File: config.mk
export PLATFORM = sky130hd
export DESIGN_NAME = ti_sbox_layer_flat
export DESIGN_NICKNAME = d
export VERILOG_FILES = /design/src/rtl/ti_sbox_layer_if.sv /design/src/rtl/ti_sbox_layer.sv /design/src/flat_wrapper.sv
export SDC_FILE = /design/constraint.sdc
export NUM_CORES = 2
export LEC_CHECK = 0
export ABC_AREA = 1
export BUFFER_PORTS_ARGS = -buffer_cell sky130_fd_sc_hd__clkbuf_2
export CAP_MARGIN = 25
export CORE_MARGIN = 3
export CORE_UTILIZATION = 51
export DETAILED_ROUTE_END_ITERATION = 7
export GPL_TIMING_DRIVEN = 0
export PLACE_DENSITY = 0.7
export SKIP_CTS_REPAIR_TIMING = 1
export SLEW_MARGIN = 20
export SYNTH_ARGS = -nofsm -noshare
export SYNTH_HDL_FRONTEND = slang
export SYNTH_SLANG_ARGS = --single-unit
File: constraint.sdc
create_clock -name clk -period 38 [get_ports clk]
set_input_delay 5.7 -clock clk [delete_from_list [all_inputs] [get_ports clk]]
set_output_delay 5.7 -clock clk [all_outputs]
set_load 0.02 [all_outputs]
File: src/rtl/ti_sbox_layer_if.sv
// Stream bundle for the masked S-box layer: two input shares, bypass bit and
// fresh mask on the way in; two refreshed output shares and a beat counter out.
interface ti_sbox_layer_if #(
  parameter int NUM_SBOX = 16,
  parameter int CNT_W    = 16
);
  logic                    in_valid;
  logic                    in_ready;
  logic                    in_byp;
  logic [4*NUM_SBOX-1:0]   in_s0;
  logic [4*NUM_SBOX-1:0]   in_s1;
  logic [4*NUM_SBOX-1:0]   rnd;
  logic                    out_valid;
  logic                    out_ready;
  logic [4*NUM_SBOX-1:0]   out_s0;
  logic [4*NUM_SBOX-1:0]   out_s1;
  logic [CNT_W-1:0]        out_count;

  modport master (
    output in_valid, in_byp, in_s0, in_s1, rnd, out_ready,
    input  in_ready, out_valid, out_s0, out_s1, out_count
  );

  modport slave (
    input  in_valid, in_byp, in_s0, in_s1, rnd, out_ready,
    output in_ready, out_valid, out_s0, out_s1, out_count
  );
endinterface

File: src/rtl/ti_sbox_layer.sv
// Two-share, two-stage threshold implementation of NUM_SBOX Mysterion S-boxes
// with elastic valid/ready flow, per-beat bypass and output mask refresh.

// One lane: cross-share product terms (stage-1 input) and per-domain compression.
// S: x = ab^c, y = b^ab^ac^ad^abc, z = b^c^d^bc, t = a^cd^abd.
module ti_sbox_lane (
  input  logic [3:0]      s0_i,
  input  logic [3:0]      s1_i,
  input  logic [4:0][3:0] q2_i,
  input  logic [1:0][7:0] q3_i,
  input  logic [3:0]      r0_i,
  input  logic [3:0]      r1_i,
  output logic [4:0][3:0] q2_o,
  output logic [1:0][7:0] q3_o,
  output logic [3:0]      c0_o,
  output logic [3:0]      c1_o
);
  // Term index bit k selects the share of the k-th variable; the domain of a
  // term is the share index of its first variable.
  function automatic logic [3:0] x2(input logic [1:0] u, input logic [1:0] v);
    return {u[1] & v[1], u[0] & v[1], u[1] & v[0], u[0] & v[0]};
  endfunction

  function automatic logic [7:0] x3(input logic [1:0] u, input logic [1:0] v,
                                    input logic [1:0] w);
    return {u[1] & v[1] & w[1], u[0] & v[1] & w[1], u[1] & v[0] & w[1], u[0] & v[0] & w[1],
            u[1] & v[1] & w[0], u[0] & v[1] & w[0], u[1] & v[0] & w[0], u[0] & v[0] & w[0]};
  endfunction

  function automatic logic f2(input logic [3:0] t, input logic dom);
    return dom ? (t[1] ^ t[3]) : (t[0] ^ t[2]);
  endfunction

  function automatic logic f3(input logic [7:0] t, input logic dom);
    return dom ? (t[1] ^ t[3] ^ t[5] ^ t[7]) : (t[0] ^ t[2] ^ t[4] ^ t[6]);
  endfunction

  function automatic logic [3:0] comp(input logic [4:0][3:0] q2, input logic [1:0][7:0] q3,
                                      input logic [3:0] r, input logic dom);
    logic x, y, z, t;
    x = f2(q2[0], dom) ^ r[2];
    y = r[1] ^ f2(q2[0], dom) ^ f2(q2[1], dom) ^ f2(q2[2], dom) ^ f3(q3[0], dom);
    z = r[1] ^ r[2] ^ r[3] ^ f2(q2[3], dom);
    t = r[0] ^ f2(q2[4], dom) ^ f3(q3[1], dom);
    return {t, z, y, x};
  endfunction

  logic [1:0] a, b, c, d;
  assign a = {s1_i[0], s0_i[0]};
  assign b = {s1_i[1], s0_i[1]};
  assign c = {s1_i[2], s0_i[2]};
  assign d = {s1_i[3], s0_i[3]};

  assign q2_o[0] = x2(a, b);
  assign q2_o[1] = x2(a, c);
  assign q2_o[2] = x2(a, d);
  assign q2_o[3] = x2(b, c);
  assign q2_o[4] = x2(c, d);
  assign q3_o[0] = x3(a, b, c);
  assign q3_o[1] = x3(a, b, d);

  assign c0_o = comp(q2_i, q3_i, r0_i, 1'b0);
  assign c1_o = comp(q2_i, q3_i, r1_i, 1'b1);
endmodule

module ti_sbox_layer #(
  parameter int NUM_SBOX = 16,
  parameter int CNT_W    = 16
) (
  input logic            clk,
  input logic            rst,
  ti_sbox_layer_if.slave bus
);
  typedef logic [NUM_SBOX-1:0][3:0] nib_t;

  logic v1_q, v1_d, v2_q, v2_d, byp1_q;
  logic accept, adv2;
  nib_t s0_n, s1_n, s0_1_q, s1_1_q, comp0, comp1;
  nib_t out0_q, out0_d, out1_q, out1_d;
  logic [NUM_SBOX-1:0][4:0][3:0] q2_q, q2_d;
  logic [NUM_SBOX-1:0][1:0][7:0] q3_q, q3_d;
  logic [CNT_W-1:0] cnt_q, cnt_d;

  assign s0_n = nib_t'(bus.in_s0);
  assign s1_n = nib_t'(bus.in_s1);

  assign adv2          = v1_q & (~v2_q | bus.out_ready);
  assign bus.in_ready  = ~v1_q | adv2;
  assign accept        = bus.in_valid & bus.in_ready;
  assign bus.out_valid = v2_q;
  assign bus.out_s0    = out0_q;
  assign bus.out_s1    = out1_q;
  assign bus.out_count = cnt_q;

  for (genvar i = 0; i < NUM_SBOX; i++) begin : g_lane
    ti_sbox_lane u_lane (
      .s0_i (s0_n[i]),
      .s1_i (s1_n[i]),
      .q2_i (q2_q[i]),
      .q3_i (q3_q[i]),
      .r0_i (s0_1_q[i]),
      .r1_i (s1_1_q[i]),
      .q2_o (q2_d[i]),
      .q3_o (q3_d[i]),
      .c0_o (comp0[i]),
      .c1_o (comp1[i])
    );
  end

  always_comb begin
    v1_d   = accept | (v1_q & ~adv2);
    v2_d   = adv2 | (v2_q & ~bus.out_ready);
    cnt_d  = cnt_q + CNT_W'(v2_q & bus.out_ready);
    // The same fresh mask lands on both shares, so it cancels on recombination.
    out0_d = byp1_q ? s0_1_q : (comp0 ^ nib_t'(bus.rnd));
    out1_d = byp1_q ? s1_1_q : (comp1 ^ nib_t'(bus.rnd));
  end

  always_ff @(posedge clk or posedge rst) begin
    if (rst) begin
      v1_q   <= 1'b0;
      v2_q   <= 1'b0;
      byp1_q <= 1'b0;
      s0_1_q <= '0;
      s1_1_q <= '0;
      q2_q   <= '0;
      q3_q   <= '0;
      out0_q <= '0;
      out1_q <= '0;
      cnt_q  <= '0;
    end else begin
      v1_q  <= v1_d;
      v2_q  <= v2_d;
      cnt_q <= cnt_d;
      if (accept) begin
        byp1_q <= bus.in_byp;
        s0_1_q <= s0_n;
        s1_1_q <= s1_n;
        q2_q   <= q2_d;
        q3_q   <= q3_d;
      end
      if (adv2) begin
        out0_q <= out0_d;
        out1_q <= out1_d;
      end
    end
  end
endmodule

File: src/flat_wrapper.sv
// flat-port wrapper written by rule: the top's interface ports become plain ports
module ti_sbox_layer_flat 
#(
  parameter int NUM_SBOX = 16,
  parameter int CNT_W    = 16
)
  (clk, rst, bus_in_valid, bus_in_byp, bus_in_s0, bus_in_s1, bus_rnd, bus_out_ready, bus_in_ready, bus_out_valid, bus_out_s0, bus_out_s1, bus_out_count);
  ti_sbox_layer_if #(.NUM_SBOX(NUM_SBOX), .CNT_W(CNT_W)) bus_i ();
  input logic clk;
  input logic rst;
  input wire logic [$bits(bus_i.in_valid)-1:0] bus_in_valid;
  input wire logic [$bits(bus_i.in_byp)-1:0] bus_in_byp;
  input wire logic [$bits(bus_i.in_s0)-1:0] bus_in_s0;
  input wire logic [$bits(bus_i.in_s1)-1:0] bus_in_s1;
  input wire logic [$bits(bus_i.rnd)-1:0] bus_rnd;
  input wire logic [$bits(bus_i.out_ready)-1:0] bus_out_ready;
  output wire logic [$bits(bus_i.in_ready)-1:0] bus_in_ready;
  output wire logic [$bits(bus_i.out_valid)-1:0] bus_out_valid;
  output wire logic [$bits(bus_i.out_s0)-1:0] bus_out_s0;
  output wire logic [$bits(bus_i.out_s1)-1:0] bus_out_s1;
  output wire logic [$bits(bus_i.out_count)-1:0] bus_out_count;
  assign bus_i.in_valid = bus_in_valid;
  assign bus_i.in_byp = bus_in_byp;
  assign bus_i.in_s0 = bus_in_s0;
  assign bus_i.in_s1 = bus_in_s1;
  assign bus_i.rnd = bus_rnd;
  assign bus_i.out_ready = bus_out_ready;
  assign bus_in_ready = bus_i.in_ready;
  assign bus_out_valid = bus_i.out_valid;
  assign bus_out_s0 = bus_i.out_s0;
  assign bus_out_s1 = bus_i.out_s1;
  assign bus_out_count = bus_i.out_count;
  ti_sbox_layer #(.NUM_SBOX(NUM_SBOX), .CNT_W(CNT_W)) u_core (.clk(clk), .rst(rst), .bus(bus_i));
endmodule
==> flow_summary.toml <==
[run_status]
status = "finished, final reports clean"

[worst_setup_path]
cp_common_cell = "clkbuf_2"
crit_slowest_cell = "clkbuf_2"
ff2ff_setup_slack_ps = 35510
crit_path_max_incr_delay_ps = 180
crit_chain = "clkbuf_2 -> inv_1 -> nand3_2 -> clkbuf_2"
cp-start-kind = "input port"
cp_max_fo = 3
arrival_ps = 6150
cp-end-kind = "output port"
required_ps = 32300
critPathBufInv = 3
criticalPathCategory = "in -> out"
cp_top_family = "buffers and inverters"

[route]
drt-vias-per-instance = 5.49
drt_iter0_markers = 4061
avgRoutedWirePerCell_um = 21.3
drcViolationCount = 0
vias = 39300
drtPass1Iterations = 6
detail-route-antenna-nets = 0
wl_um = 152000

[sta]
final_max_slew_viol_count = 0
tightest_slew_ps = 1200
setup-tns-final_ps = 0
fin_crit_sh = 0.312
rsz0062_at_grt = "no"
fin_crit_ps = 11850
setup_violations = 0
finalHoldViolCount = 0
fin_skew_ps = 15.4
slew_headroom = 0.197
fmax_mhz = 84.4

[clock_network]
clk_pin_slew_worst_paths_ps = 50
cts_sinks = 851
cts_tree = "done"
cts-root-buf = "clkbuf_16"
cts-htree-levels = 3
worstSkewPairLatency_ps = 650
clockBufferDepth = 3
numCtsBuffers = 92

[synthesis]
yosys_warnings = 0
ys_types = 22
synth_top_area_cell = "dfrtp_1"
synth_ff_type = "dfrtp_1"
yosysTopAreaCellShare = 0.496
yosysMostFrequentCell = "nand2_1"
async_flop_share = 1.00
synth_commonest_cells = "nand2_1, dfrtp_1, inv_1, o21ai_0, xnor2_1"
mappedNetlistArea_um2 = 42900
ys_ff_latch = 851
netlist_instances = 5560
yosys-top-cells-area = "dfrtp_1, nand2_1, o21ai_0"
synth_edf_count = 0
ys_seq_area_frac = 0.496
avgSynthCellArea_um2 = 7.72
synth_nets = 5759

[final_layout]
post-route-util = 0.598
drive_gt1_frac = 0.103
syn_to_final_growth_pct = 15.3
final_cell_count_no_fill = 7157
num-nets-final = 6211

[placement]
dp.cells = 6988
place_congestion = 0.923
io_buffers = 342
hpwlAfterDp_um = 109000

[power]
powerDensity_nw_per_um2 = 57.4
p_leak_nw = 26.3
ir_worst_vdd_uv = 40.0
p_int_w = 0.00184
pwr-share-comb = 0.267
p_seq_frac = 0.403
swShare = 0.353
p_switching_w = 0.00100
clock_power_share = 0.329

[die]
core_um2 = 82800
die_height_um = 296
row_count = 105
start_util = 0.518
io-pin-count = 343
die_width_um = 296
die-area_um2 = 87600

[grt]
track_usage = 0.349
antenna_found_initial = 11
grt_overflow = 0
grt_pass1_wl_um = 226000
grt_max_degree = 91
grt_pass1_vias = 37600

[min_path]
hold_path.class = "reg -> reg"

[flow_run]
drv_cap = 0
[state kept, by name (all words and copies together) (netlist names)]
| register | count |
|---|---|
| u_core.q2_q | 320 |
| u_core.q3_q | 256 |
| u_core.bus.out_s0 | 64 |
| u_core.bus.out_s1 | 64 |
| u_core.s0_1_q | 64 |
| u_core.s1_1_q | 64 |
| u_core.bus.out_count | 16 |
| u_core.bus.out_valid | 1 |
| u_core.byp1_q | 1 |
| u_core.v1_q | 1 |
[layer usage]
| layer | vias to the layer above | wire [µm] | global-route usage |
|---|---|---|---|
| li1 | 18200 | - | - |
| met3 | 467 | 16600 | 0.0844 |
| met1 | 18700 | 59300 | 0.456 |
| met2 | 1987 | 67300 | 0.543 |
| met4 | 14 | 9060 | 0.180 |
| met5 | - | 93 | 0 |
[kinds of logic (layout without fill, tap and decap cells)]
| group | count (synthesis) | after routing | share of synthesized area |
|---|---|---|---|
| and+or+nand+nor | 2604 | 2604 | 0.232 |
| DFF | 851 | 851 | 0.496 |
| AOI/OAI and AO/OA | 835 | 835 | 0.104 |
| buffers and inverters | 807 | 1330 | 0.0733 |
| xor gates and xnor gates | 461 | 461 | 0.0941 |
| adders and majority gates | 2 | 2 | 0.000583 |
| other | 0 | 4 | 0 |
[worst paths after layout]
path / to / from / depth (start not counted)
max: bus_in_ready / bus_out_ready / 4
min: u_core.bus.out_count[15] / u_core.bus.out_count[15] / 1
max reg2reg: u_core.s0_1_q[21] / u_core.bus.out_valid / 6
min reg2reg: u_core.bus.out_count[15] / u_core.bus.out_count[15] / 1
max in group asynchronous: u_core.q3_q[92] / rst / 6
min in group asynchronous: u_core.bus.out_s0[61] / rst / 2
[power groups by stage]
stage	clock, W	sequential, W	combinational (W)
floorplan	0	0.00119	0.000441
global placement	0	0.00115	0.000724
detailed placement	0	0.00115	0.000748
CTS	0.000941	0.00114	0.000753
global route	0.000976	0.00116	0.000844
finish	0.000936	0.00115	0.000760
[layout by cell type (no fill, tap or decap), drive strengths merged, types with 143 or more instances in the layout]
cell type and n:
nand2 2340, dfrtp 851, inv 652, o21ai 552
clkbuf 521, xnor2 304, xor2 157, o22ai 153
nor2 143
[final cells by class]
type	instances	area, µm²
Fill cell	7454	33300
Sequential cell	851	21300
Multi-Input combinational cell	3902	18500
Clock buffer	125	2670
Inverter	650	2450
Timing Repair Buffer	358	2080
Tap cell	1070	1340
Buffer	157	726
Clock inverter	40	447
Antenna cell	4	10.0
[per-stage QoR]
stage | worst slack, ps | hold WS, ps | instance area, µm² | power (W)
2_1_floorplan | 8390 | 472 | 42900 | 0.00163
3_3_place_gp | -1110 | 462 | 46000 | 0.00188
3_5_place_dp | 26140 | 464 | 46300 | 0.00190
4_1_cts | 26140 | 480 | 49500 | 0.00283
5_1_grt | 26100 | 497 | 49500 | 0.00298
6_report | 26150 | 470 | 49500 | 0.00284
(Power assumes the default switching activity.)
